[src/rtl/regfile_multiport_sb.sv]
// Multi-read-port register file with a per-register pending-write scoreboard and a sequenced bulk clear.
// Optional write-to-read forwarding when REGFILE_BYPASS_EN is defined.
module regfile_multiport_sb #(
  parameter int unsigned DATA_WIDTH = 32,
  parameter int unsigned ADDR_WIDTH = 5,
  parameter int unsigned NUM_READ   = 2
) (
  input  logic                           clock,
  input  logic                           ctrl_reset,
  input  logic                           ctrl_writeEnable,
  input  logic [ADDR_WIDTH-1:0]          ctrl_writeReg,
  input  logic [DATA_WIDTH-1:0]          data_writeReg,
  input  logic [NUM_READ*ADDR_WIDTH-1:0] ctrl_readReg,
  output logic [NUM_READ*DATA_WIDTH-1:0] data_readReg,
  output logic [NUM_READ-1:0]            pending_read,
  input  logic                           ctrl_reserve,
  input  logic [ADDR_WIDTH-1:0]          ctrl_reserveReg,
  input  logic                           ctrl_clear,
  output logic                           clear_busy
);

  localparam int unsigned DEPTH = 2 ** ADDR_WIDTH;

  typedef enum logic {
    IDLE  = 1'b0,
    CLEAR = 1'b1
  } clearState_t;

  clearState_t             clearState;
  logic [DATA_WIDTH-1:0]   regs [DEPTH];
  logic [DEPTH-1:0]        pending;
  logic [ADDR_WIDTH-1:0]   clearPtr;
  logic                    isIdle;
  logic                    doWrite;
  logic                    doReserve;

  assign isIdle    = (clearState == IDLE);
  assign doWrite   = ctrl_writeEnable && (ctrl_writeReg != '0) && isIdle;
  assign doReserve = ctrl_reserve && (ctrl_reserveReg != '0) && isIdle;

  // Array, scoreboard and clear engine; a reserve on the same edge as a write overrides the write's pending clear.
  always_ff @(posedge clock or posedge ctrl_reset) begin
    if (ctrl_reset) begin
      for (int i = 0; i < int'(DEPTH); i++) begin
        regs[i] <= '0;
      end
      pending    <= '0;
      clearState <= IDLE;
      clear_busy <= 1'b0;
      clearPtr   <= ADDR_WIDTH'(1);
    end else begin
      case (clearState)
        IDLE: begin
          if (doWrite) begin
            regs[ctrl_writeReg]    <= data_writeReg;
            pending[ctrl_writeReg] <= 1'b0;
          end
          if (doReserve) begin
            pending[ctrl_reserveReg] <= 1'b1;
          end
          if (ctrl_clear) begin
            pending    <= '0;
            clearPtr   <= ADDR_WIDTH'(1);
            clearState <= CLEAR;
            clear_busy <= 1'b1;
          end
        end
        CLEAR: begin
          regs[clearPtr] <= '0;
          if (clearPtr == ADDR_WIDTH'(DEPTH - 1)) begin
            clearState <= IDLE;
            clear_busy <= 1'b0;
          end else begin
            clearPtr <= clearPtr + ADDR_WIDTH'(1);
          end
        end
        default: begin
          clearState <= IDLE;
          clear_busy <= 1'b0;
        end
      endcase
    end
  end

  // Combinational read ports; index 0 and an asserted reset always read as zero, not pending.
  for (genvar k = 0; k < int'(NUM_READ); k++) begin : g_read
    logic [ADDR_WIDTH-1:0] rdIdx;
    logic [DATA_WIDTH-1:0] rdData;
    logic                  rdPend;

    assign rdIdx = ctrl_readReg[k*ADDR_WIDTH +: ADDR_WIDTH];

    always_comb begin
      rdData = regs[rdIdx];
      rdPend = pending[rdIdx];
`ifdef REGFILE_BYPASS_EN
      if (doWrite && (ctrl_writeReg == rdIdx)) begin
        rdData = data_writeReg;
        rdPend = doReserve && (ctrl_reserveReg == rdIdx);
      end
`endif
      if (ctrl_reset || (rdIdx == '0)) begin
        rdData = '0;
        rdPend = 1'b0;
      end
    end

    assign data_readReg[k*DATA_WIDTH +: DATA_WIDTH] = rdData;
    assign pending_read[k]                          = rdPend;
  end

endmodule
[config.mk]
export PLATFORM = sky130hd
export DESIGN_NAME = regfile_multiport_sb
export DESIGN_NICKNAME = d
export VERILOG_FILES = /design/src/rtl/regfile_multiport_sb.sv
export SDC_FILE = /design/constraint.sdc
export NUM_CORES = 2
export LEC_CHECK = 0
export CORE_AREA = 5 5 287 500
export DETAILED_ROUTE_END_ITERATION = 8
export DIE_AREA = 0 0 292 505
export HOLD_SLACK_MARGIN = 0.15
export SLEW_MARGIN = 20
export SYNTH_ARGS = -nofsm -noshare
export SYNTH_HDL_FRONTEND = slang
export SYNTH_SLANG_ARGS = --single-unit
export TNS_END_PERCENT = 20
[constraint.sdc]
create_clock -name clock -period 55.3 [get_ports clock]
set_input_delay 16.59 -clock clock [delete_from_list [all_inputs] [get_ports clock]]
set_output_delay 16.59 -clock clock [all_outputs]
set_load 0.02 [all_outputs]
==> flow_summary.json <==
{
  "synth_nets": 4521,
  "final_cell_mix": "dfrtp_1 (1062), a22o_1 (999), mux2i_1 (615)",
  "start_kind": "primary input",
  "cp_max_fo": 94,
  "synth_cell_types": 53,
  "tightest_slew_ns": 1.20,
  "synthCells": 4459,
  "rrSetupSlack_ns": 51.15,
  "required_ns": 38.71,
  "hp-class": "register to register",
  "wl_mm": 245,
  "hold_viol_final": 0,
  "min_period_ns": 37.72,
  "cts_made_buffers": 100,
  "crit_slowest_cell": "nor2_1",
  "rr_endpoint": "regs[582]$_DFFE_PP0P_",
  "tns_ns": 0,
  "fin_worst_skew_ns": 0.0258,
  "postSynthAreaPerCell_um2": 12.4,
  "leakage_uw": 0.0279,
  "cts_hold_buf": 0,
  "synth_top_flop_cell": "dfrtp_1",
  "synth-seq-area-share_pct": 48.3,
  "initial_utilization_pct": 39.8,
  "grt_usage_pct": 32.0,
  "critical_path.cell_chain": "buf_8 > buf_12 > buf_4 > nor2_1 > nor2_1 > buf_4 > a32oi_1 > nand4_1 > clkdlybuf4s50_1",
  "postCtsSetupRepairBufs": 0,
  "setup.worst_path.end_class": "primary output",
  "dieHeight_um": 505,
  "vdd_drop_max_uv": 28.9,
  "finalPower_uw": 2100,
  "cp_top_family": "buffers and inverters",
  "rsz0062_at_grt": "false",
  "place_congestion": 0.919,
  "ys_ff_latch": 1063,
  "clockBufferDepth": 3,
  "routedWlPerCell_um": 39.4,
  "layout-drive-gt1-share_pct": 15.4,
  "path_clk_slew_ns": 0.06,
  "clk_latency_ns": 0.76,
  "setup_viol": 0,
  "final_common_cell": "dfrtp_1",
  "grt-ovfl-total": 0,
  "drt_iter0_drc": 6275,
  "area_delta_synth_final_pct": 12.3,
  "netlist_area_um2": 55100,
  "fin_cells": 6229,
  "powerDensity_nw_per_um2": 34.0,
  "cts_sinks": 1063,
  "grt_pass1_vias": 46000,
  "dieWidth_um": 292,
  "cts_resized": 0,
  "async_reset_ff_share_pct": 100,
  "drcViolationCount": 0,
  "hold_ws_ns": 0.508,
  "clock-root-buffer": "clkbuf_16",
  "fin_nets": 4368,
  "path_buf_inv": 5,
  "ff2ff_path_depth": 6,
  "slew_headroom_pct": 19.7,
  "finalMaxSlewViolations": 0,
  "slowest_delay_ns": 0.78,
  "r2r-start": "clearState$_DFF_PP0_",
  "core-area_um2": 139000,
  "cp_data_arrival_time_ns": 21.13,
  "utilization_pct": 44.7,
  "fillers": 12700,
  "crit_type": "primary input to primary output",
  "cts_tree": "built",
  "dieArea_um2": 147000,
  "status": "complete, no violations",
  "maxCapViolations": 0,
  "vias": 45800,
  "synth_edf_count": 0,
  "antenna_left": 0,
  "yosysWarnings": 0,
  "io_buffers": 123,
  "row_count": 181,
  "fmax_mhz": 26.5,
  "dp_hpwl_mm": 143,
  "cp-endpoint": "data_readReg[37]",
  "dr.pass1.iters": 7,
  "grt_max_degree": 173,
  "antenna_found_initial": 12,
  "period_share_pct": 68.2,
  "ios": 124,
  "worstSetupStartpoint": "ctrl_readReg[7]",
  "htreeDepth": 3,
  "placed_cells": 6034,
  "grt_first_pass_wirelength_mm": 345,
  "cp_num_cells": 9,
  "vias_per_cell": 7.35
}
==> worst reg2reg max path: cells and delay by family (launching register included) <==
kind            cells  cell delay, ns
simple gates        2            2.08
buf+inv             2            1.00
flops               1            0.43
compound gates      2            0.52
==> sequential cells by signal, indices dropped and copies added (netlist names) <==
| register | cells |
|---|---|
| clearPtr | 5 |
| clearState | 1 |
| clear_busy | 1 |
| pending | 32 |
| regs | 1024 |
==> area by class of cell <==
class	instances	area (um2)	share of cell area [%]
multi-input cells	2822	26800	43.3
flip-flops and latches	1063	26600	43.0
clock buffers	138	2940	4.75
repair buffers	287	2490	4.02
well taps	1830	2290	3.70
clock inverters	48	631	1.02
inverters	32	128	0.206
diodes	9	22.5	0.0364
==> Yosys cell counts, types with 2 or more instances <==
cell | instances | area (um2)
xor2_1 | 2 | 17.5
mux2i_1 | 615 | 6160
o22ai_1 | 27 | 169
a32oi_1 | 20 | 175
a2bb2oi_1 | 24 | 210
nand3b_1 | 5 | 37.5
nand3_1 | 152 | 761
nor2b_1 | 10 | 62.6
inv_1 | 31 | 116
nand4_1 | 67 | 419
a22oi_1 | 308 | 2310
and3_1 | 5 | 31.3
buf_4 | 4 | 30.0
nor3_1 | 6 | 30.0
a31oi_1 | 3 | 18.8
nand4bb_1 | 2 | 22.5
a22o_1 | 999 | 8750
mux2_2 | 2 | 22.5
nor2_1 | 31 | 116
buf_2 | 172 | 861
a21oi_2 | 7 | 61.3
a21oi_1 | 110 | 551
nand2_1 | 98 | 368
clkbuf_1 | 351 | 1320
or3b_2 | 2 | 17.5
nand4b_1 | 2 | 17.5
dfrtp_1 | 1062 | 26600
o211ai_1 | 3 | 22.5
ha_1 | 5 | 62.6
buf_1 | 15 | 56.3
a21boi_0 | 2 | 15.0
o31ai_1 | 2 | 15.0
or3b_1 | 4 | 35.0
o21ai_0 | 7 | 35.0
and2_1 | 43 | 269
nor4_4 | 7 | 149
nor2_2 | 9 | 56.3
mux4_2 | 220 | 4950
nor3b_1 | 11 | 82.6
==> worst min-delay path by stage <==
stage | startpoint | endpoint | slack (ns) | cells after the start
2_1_floorplan | regs[1000]$_DFFE_PP0P_ | regs[1000]$_DFFE_PP0P_ | 0.47 | 1
3_3_place_gp | regs[1023]$_DFFE_PP0P_ | regs[1023]$_DFFE_PP0P_ | 0.48 | 1
3_5_place_dp | regs[1005]$_DFFE_PP0P_ | regs[1005]$_DFFE_PP0P_ | 0.49 | 1
4_1_cts | regs[1005]$_DFFE_PP0P_ | regs[1005]$_DFFE_PP0P_ | 0.51 | 1
5_1_grt | regs[1013]$_DFFE_PP0P_ | regs[1013]$_DFFE_PP0P_ | 0.53 | 1
6_report | regs[1005]$_DFFE_PP0P_ | regs[1005]$_DFFE_PP0P_ | 0.51 | 1
==> layer usage <==
layer	vias to the layer above	track usage [%]	share of wire, %
li1	17300	-	-
met1	23800	37.7	34
met2	3571	49.6	46
met3	1134	8.61	10
met4	8	24.5	9.3
met5	-	0	0.026
==> cells by family (layout without fill, tap and decap cells) <==
logic type | after synthesis | in the layout | synth area share, %
AOI/OAI and AO/OA | 1515 | 1515 | 22.4
DFF | 1063 | 1063 | 48.3
muxes | 837 | 837 | 20.2
buffers and inverters | 574 | 505 | 4.33
and+or+nand+nor | 462 | 462 | 4.61
adders and majority gates | 5 | 5 | 0.114
xor gates and xnor gates | 3 | 3 | 0.0477
other | 0 | 9 | 0
==> power breakdown <==
| part | switching, uW | total (uW) | internal, uW |
|---|---|---|---|
| logic | 265 | 414 | 149 |
| clock network | 338 | 772 | 434 |
| registers | 68.2 | 918 | 850 |
==> through the flow <==
step	instance area, um2	worst slack [ns]
global route	61900	17.69
global placement	58300	17.76
finish	61900	17.58
floorplan	55100	8.69
CTS	61900	17.80
detailed placement	58300	17.84
No activity file was read; power rests on OpenSTA's default activity.
